File: src/rtl/lpc_record_serializer.sv
// LPC snoop record FIFO + MSB-first byte serializer with overflow tracking.
// Define LPC_SER_SYNC_EN to prefix each record with sync byte 8'hA5.
module lpc_record_serializer #(
  parameter int FIFO_AW = 4,
  parameter int REC_W   = 32
) (
  input  logic               clk_i,
  input  logic               nrst_i,
  input  logic [REC_W-1:0]   tdata_i,
  input  logic               ready_i,
  output logic [7:0]         m_data_o,
  output logic               m_valid_o,
  input  logic               m_ready_i,
  output logic [FIFO_AW:0]   fifo_level_o,
  output logic               overflow_o,
  output logic [7:0]         drop_cnt_o,
  input  logic               clear_ovf_i
);

  localparam int DEPTH = 1 << FIFO_AW;
  localparam logic [FIFO_AW:0]   LVL_ONE  = 1;
  localparam logic [FIFO_AW:0]   LVL_FULL = DEPTH[FIFO_AW:0];
  localparam logic [FIFO_AW-1:0] PTR_ONE  = 1;

  typedef enum logic [2:0] {
    S_IDLE,
    S_SY,
    S_B3,
    S_B2,
    S_B1,
    S_B0
  } state_e;

`ifdef LPC_SER_SYNC_EN
  localparam state_e S_FIRST = S_SY;
`else
  localparam state_e S_FIRST = S_B3;
`endif

  logic               ready_q;
  logic [FIFO_AW-1:0] wr_q, rd_q;
  logic [FIFO_AW:0]   level_q, level_d;
  logic [REC_W-1:0]   mem_q [DEPTH];
  logic [REC_W-1:0]   sr_q, sr_d;
  state_e             state_q, state_d;
  logic               ovf_q, ovf_d;
  logic [7:0]         cnt_q, cnt_d;

  logic push, full, empty, pop;
  logic accept, drop, valid, hs;

  assign push   = ready_i & ~ready_q;
  assign full   = (level_q == LVL_FULL);
  assign empty  = (level_q == '0);
  assign valid  = (state_q != S_IDLE);
  assign hs     = valid & m_ready_i;
  // a full FIFO still takes a record when the serializer pops that edge
  assign accept = push & (~full | pop);
  assign drop   = push & full & ~pop;

  always_comb begin
    state_d = state_q;
    pop     = 1'b0;
    sr_d    = sr_q;
    unique case (state_q)
      S_IDLE: begin
        if (!empty) begin
          pop     = 1'b1;
          state_d = S_FIRST;
        end
      end
      S_SY: if (hs) state_d = S_B3;
      S_B3: if (hs) state_d = S_B2;
      S_B2: if (hs) state_d = S_B1;
      S_B1: if (hs) state_d = S_B0;
      S_B0: begin
        if (hs) begin
          if (!empty) begin
            pop     = 1'b1;
            state_d = S_FIRST;
          end else begin
            state_d = S_IDLE;
          end
        end
      end
      default: state_d = S_IDLE;
    endcase
    if (pop) begin
      sr_d = mem_q[rd_q];
    end else if (hs && state_q != S_SY) begin
      sr_d = sr_q << 8;
    end
  end

  always_comb begin
    level_d = level_q;
    if (accept && !pop) begin
      level_d = level_q + LVL_ONE;
    end else if (pop && !accept) begin
      level_d = level_q - LVL_ONE;
    end
  end

  always_comb begin
    ovf_d = ovf_q;
    cnt_d = cnt_q;
    if (clear_ovf_i) begin
      ovf_d = 1'b0;
      cnt_d = 8'h00;
    end else if (drop) begin
      ovf_d = 1'b1;
      if (cnt_q != 8'hFF) cnt_d = cnt_q + 8'd1;
    end
  end

  always_ff @(posedge clk_i) begin
    if (accept) mem_q[wr_q] <= tdata_i;
  end

  always_ff @(posedge clk_i or negedge nrst_i) begin
    if (!nrst_i) begin
      ready_q <= 1'b0;
      wr_q    <= '0;
      rd_q    <= '0;
      level_q <= '0;
      sr_q    <= '0;
      state_q <= S_IDLE;
      ovf_q   <= 1'b0;
      cnt_q   <= 8'h00;
    end else begin
      ready_q <= ready_i;
      if (accept) wr_q <= wr_q + PTR_ONE;
      if (pop)    rd_q <= rd_q + PTR_ONE;
      level_q <= level_d;
      sr_q    <= sr_d;
      state_q <= state_d;
      ovf_q   <= ovf_d;
      cnt_q   <= cnt_d;
    end
  end

  assign m_valid_o    = valid;
  assign m_data_o     = !valid ? 8'h00 :
                        (state_q == S_SY) ? 8'hA5 :
                        sr_q[REC_W-1 -: 8];
  assign fifo_level_o = level_q;
  assign overflow_o   = ovf_q;
  assign drop_cnt_o   = cnt_q;

endmodule

File: config.mk
export PLATFORM = sky130hd
export DESIGN_NAME = lpc_record_serializer
export DESIGN_NICKNAME = d
export VERILOG_FILES = /design/src/rtl/lpc_record_serializer.sv
export SDC_FILE = /design/constraint.sdc
export NUM_CORES = 1
export LEC_CHECK = 0
export CELL_PAD_IN_SITES_DETAIL_PLACEMENT = 1
export CELL_PAD_IN_SITES_GLOBAL_PLACEMENT = 2
export CORE_MARGIN = 8
export CORE_UTILIZATION = 40
export CTS_CLUSTER_DIAMETER = 100
export DETAILED_ROUTE_END_ITERATION = 10
export GPL_TIMING_DRIVEN = 0
export PLACE_DENSITY_LB_ADDON = 0.2
export SETUP_SLACK_MARGIN = 0.02
export SYNTH_ARGS = -nofsm -noshare
export SYNTH_HDL_FRONTEND = slang
export SYNTH_SLANG_ARGS = --single-unit
File: constraint.sdc
create_clock -name clk_i -period 10.4 [get_ports clk_i]
set_input_delay 1.04 -clock clk_i [delete_from_list [all_inputs] [get_ports clk_i]]
set_output_delay 1.04 -clock clk_i [all_outputs]
set_load 0.02 [all_outputs]
==> run_results.csv <==
group,metric,value,unit
critical_path,cp.arrival,2990,ps
route,first_pass_iters,5,
global_route,grt_pass1_wl,82.5,mm
yosys,syn-cell-area,0.0222,sq mm
sta,fmax,0.248,GHz
clock_tree,hold_buffers,0,
critical_path,cp-end-kind,"output port",
floorplan,die_area,0.0634,sq mm
yosys,ys_seq_elements,570,
power_and_ir_drop,switchingPower,2230,uW
run_status,outcome,"finished clean",
yosys,synth_common_cells,"edfxtp_1, mux4_2, mux2i_1, dfrtp_1, nand2_1",
yosys,synthSimpleGateAreaFrac,2.41,%
power_and_ir_drop,clkPwrFrac,29.1,%
yosys,synth_edf_count,512,
global_route,grt_use_total,17.8,%
power_and_ir_drop,vdd_drop_max,0.200,mV
yosys,synth_cell_types,47,
yosys,synth_flop_cell,"edfxtp_1",
yosys,synth_compound_area_share,3.12,%
yosys,syn_inst,1078,
critical_path,r2r_end,"fifo_level_o[4]",
route,via_per_inst,5.39,
layout,multi_input_area,0.00507,sq mm
place,place_inst,1933,
clock_tree,tritoncts,"yes",
place,place_hpwl,37.3,mm
layout,area_growth_syn_to_layout,18.1,%
global_route,antenna_found_initial,1,
clock_tree,clock_path_buffers,3,
sta,tightest_slew,1060,ps
yosys,ys_top_cells_by_area,"edfxtp_1, mux4_2, dfrtp_1",
power_and_ir_drop,p_sw_share,31.7,%
critical_path,cp-start-kind,"flip-flop",
yosys,synthXorXnorAreaFrac,0.552,%
layout,layout.nets,1294,
clock_tree,clkTransAtPathRegs,60,ps
floorplan,initial_core_util,40.4,%
layout,seq_area,0.0168,sq mm
route,drc,0,
layout,drive_gt1_share,25.3,%
clock_tree,clock_latency,610,ps
yosys,synth_top_family_by_area,"multiplexers",
flow_run,cap_viol_max_count,0,
yosys,yosysWarnings,0,
clock_tree,h-tree-depth,2,
critical_path,rrSetupSlack,6990,ps
yosys,yosysSeqAreaShare,75.7,%
critical_path,cp.required,9360,ps
route,drt-initial-drc-count,724,
sta,min_period_over_period,38.7,%
critical_path,r2r-start,"state_q[1]",
place,port_buffers,58,
yosys,synth.avg_cell_area,20.6,sq um
clock_tree,numCtsBuffers,59,
critical_path,crit_start,"state_q[1]",
sta,layout_min_cycle_time,4030,ps
critical_path,cp_max_fo,10,
yosys,synth_top_cell_area_share,69.2,%
power_and_ir_drop,powerDensity,268,mW/mm^2
critical_path,crit_type,"reg -> out",
clock_tree,cts-resized-gates,0,
floorplan,core_area,0.0550,sq mm
route,vias,11000,
route,drt_wl_total,55.7,mm
clock_tree,cts_num_sinks,570,
clock_tree,post_cts.repair.setup_buffers,0,
floorplan,fp.dieH,252,um
power_and_ir_drop,pwr-share-comb,31.0,%
sta,hold_slack,495,ps
global_route,grt_pass1_vias,11900,
yosys,syn-num-nets,1126,
layout,final_cell_count_no_fill,2044,
yosys,synthMuxAreaShare,15.7,%
critical_path,rr_worst_depth,12,
layout,nFillCells,5009,
global_route,grt_start_max_net_pins,59,
sta,setup_viol,0,
power_and_ir_drop,power_frac_seq,39.9,%
route,wire_per_inst,27.3,um
sta,rsz0062_at_grt,"no",
route,ant_nets,0,
place,gp_congestion,0.734,
floorplan,io_pins,60,
yosys,yosys.area.top_type,"edfxtp_1",
floorplan,fp.dieW,252,um
sta,fin_skew,16.7,ps
sta,drv_slew,0,
yosys,synth_most_common_cell,"edfxtp_1",
power_and_ir_drop,p_int,4800,uW
yosys,async_flop_share,10.2,%
power_and_ir_drop,p_leak,0.00871,uW
floorplan,fp-row-count,86,
sta,slew_headroom,28.5,%
clock_tree,root_buffer,"clkbuf_16",
global_route,overflow,0,
yosys,yosys.area_share.adder,0.653,%
sta,hold_violations,0,
hold_path,hold_path_class,"in -> async",
## critical path: stages, from the launching register on
cell             delay (ps)
dfrtp_1                 440
or2_2                   310
buf_2                   210
nor2_1                  510
a21o_1                  250
clkdlybuf4s50_1         650
## kinds of logic (layout without fill, tap and decap cells)
family | Yosys count | in the layout
buffers and inverters | 74 | 291
muxes | 189 | 189
other | 0 | 1
adders and majority gates | 11 | 11
DFF | 570 | 570
AOI/OAI and AO/OA | 117 | 117
xor gates and xnor gates | 14 | 14
and+or+nand+nor | 103 | 103
## worst max-delay path by stage
stage | to | depth (start not counted) | slack [ps]
after floorplan | mem_q[3][0] | 4 | 5250
after global placement | mem_q[1][23] | 5 | -20
after detailed placement | fifo_level_o[4] | 13 | 5810
after CTS | m_data_o[0] | 5 | 6360
after global routing | fifo_level_o[4] | 13 | 6280
final | m_data_o[2] | 5 | 6370
## flip-flops by register name, indices dropped and copies added (netlist names)
signal and flops:
mem_q 512, sr_q 32, drop_cnt_o 8, fifo_level_o 5
rd_q 4, wr_q 4, state_q 3, overflow_o 1
ready_q 1
## layout by cell type, fill, tap and decap left out, types with 5 or more instances in the layout
| master | n |
|---|---|
| buf_4 | 29 |
| nor2_1 | 16 |
| buf_2 | 22 |
| o22ai_1 | 32 |
| clkinv_2 | 13 |
| dfrtp_1 | 58 |
| mux2i_1 | 60 |
| inv_1 | 14 |
| clkdlybuf4s50_1 | 57 |
| a221oi_1 | 8 |
| clkinv_1 | 13 |
| nor4_2 | 5 |
| a21oi_1 | 36 |
| clkbuf_16 | 61 |
| a21o_1 | 6 |
| and2_1 | 5 |
| edfxtp_1 | 512 |
| o21ai_0 | 6 |
| o21ai_1 | 24 |
| xnor2_1 | 11 |
| buf_12 | 6 |
| buf_1 | 5 |
| clkbuf_1 | 30 |
| buf_6 | 26 |
| mux4_2 | 128 |
| ha_1 | 10 |
| nand2_1 | 39 |
## layout make-up
cell class / instances / area share (%)
plain buffers: 59 / 1.33
diodes: 1 / 0.00953
clock buffers: 77 / 6.08
flip-flops and latches: 570 / 64.1
clock inverters: 33 / 1.02
inverters: 15 / 0.214
repair buffers: 107 / 4.36
well taps: 748 / 3.57
multi-input cells: 434 / 19.3
## layer usage
layer  up-vias  GRT usage, %  share of wire, %  wire length (um)
met5         -             0                 0                 0
met4         0          4.77               2.2              1250
met3        75          2.69               4.0              2250
met2       240          29.2                48             27000
met1      5943          24.7                45             25200
li1       4755             -                 -                 -
## power by group through the flow
stage	Clock, uW	Sequential (uW)	Combinational, uW
2_1_floorplan	0	2830	1420
3_3_place_gp	0	2860	2150
3_5_place_dp	0	2850	2230
4_1_cts	2100	2800	2240
5_1_grt	2180	2820	2360
6_report	2050	2800	2180
## stage by stage
stage	setup slack (ps)	total power, uW	utilization (%)	TNS [ps]	instance area [sq um]
detailed placement	5810	5080	44.3	0	24400
finish	6370	7030	47.7	0	26300
global placement	-18.7	5010	43.2	-434	23700
floorplan	5250	4250	-	0	22200
CTS	6360	7140	47.7	0	26200
global route	6280	7360	47.7	0	26200
No activity file was read; power rests on OpenSTA's default activity.
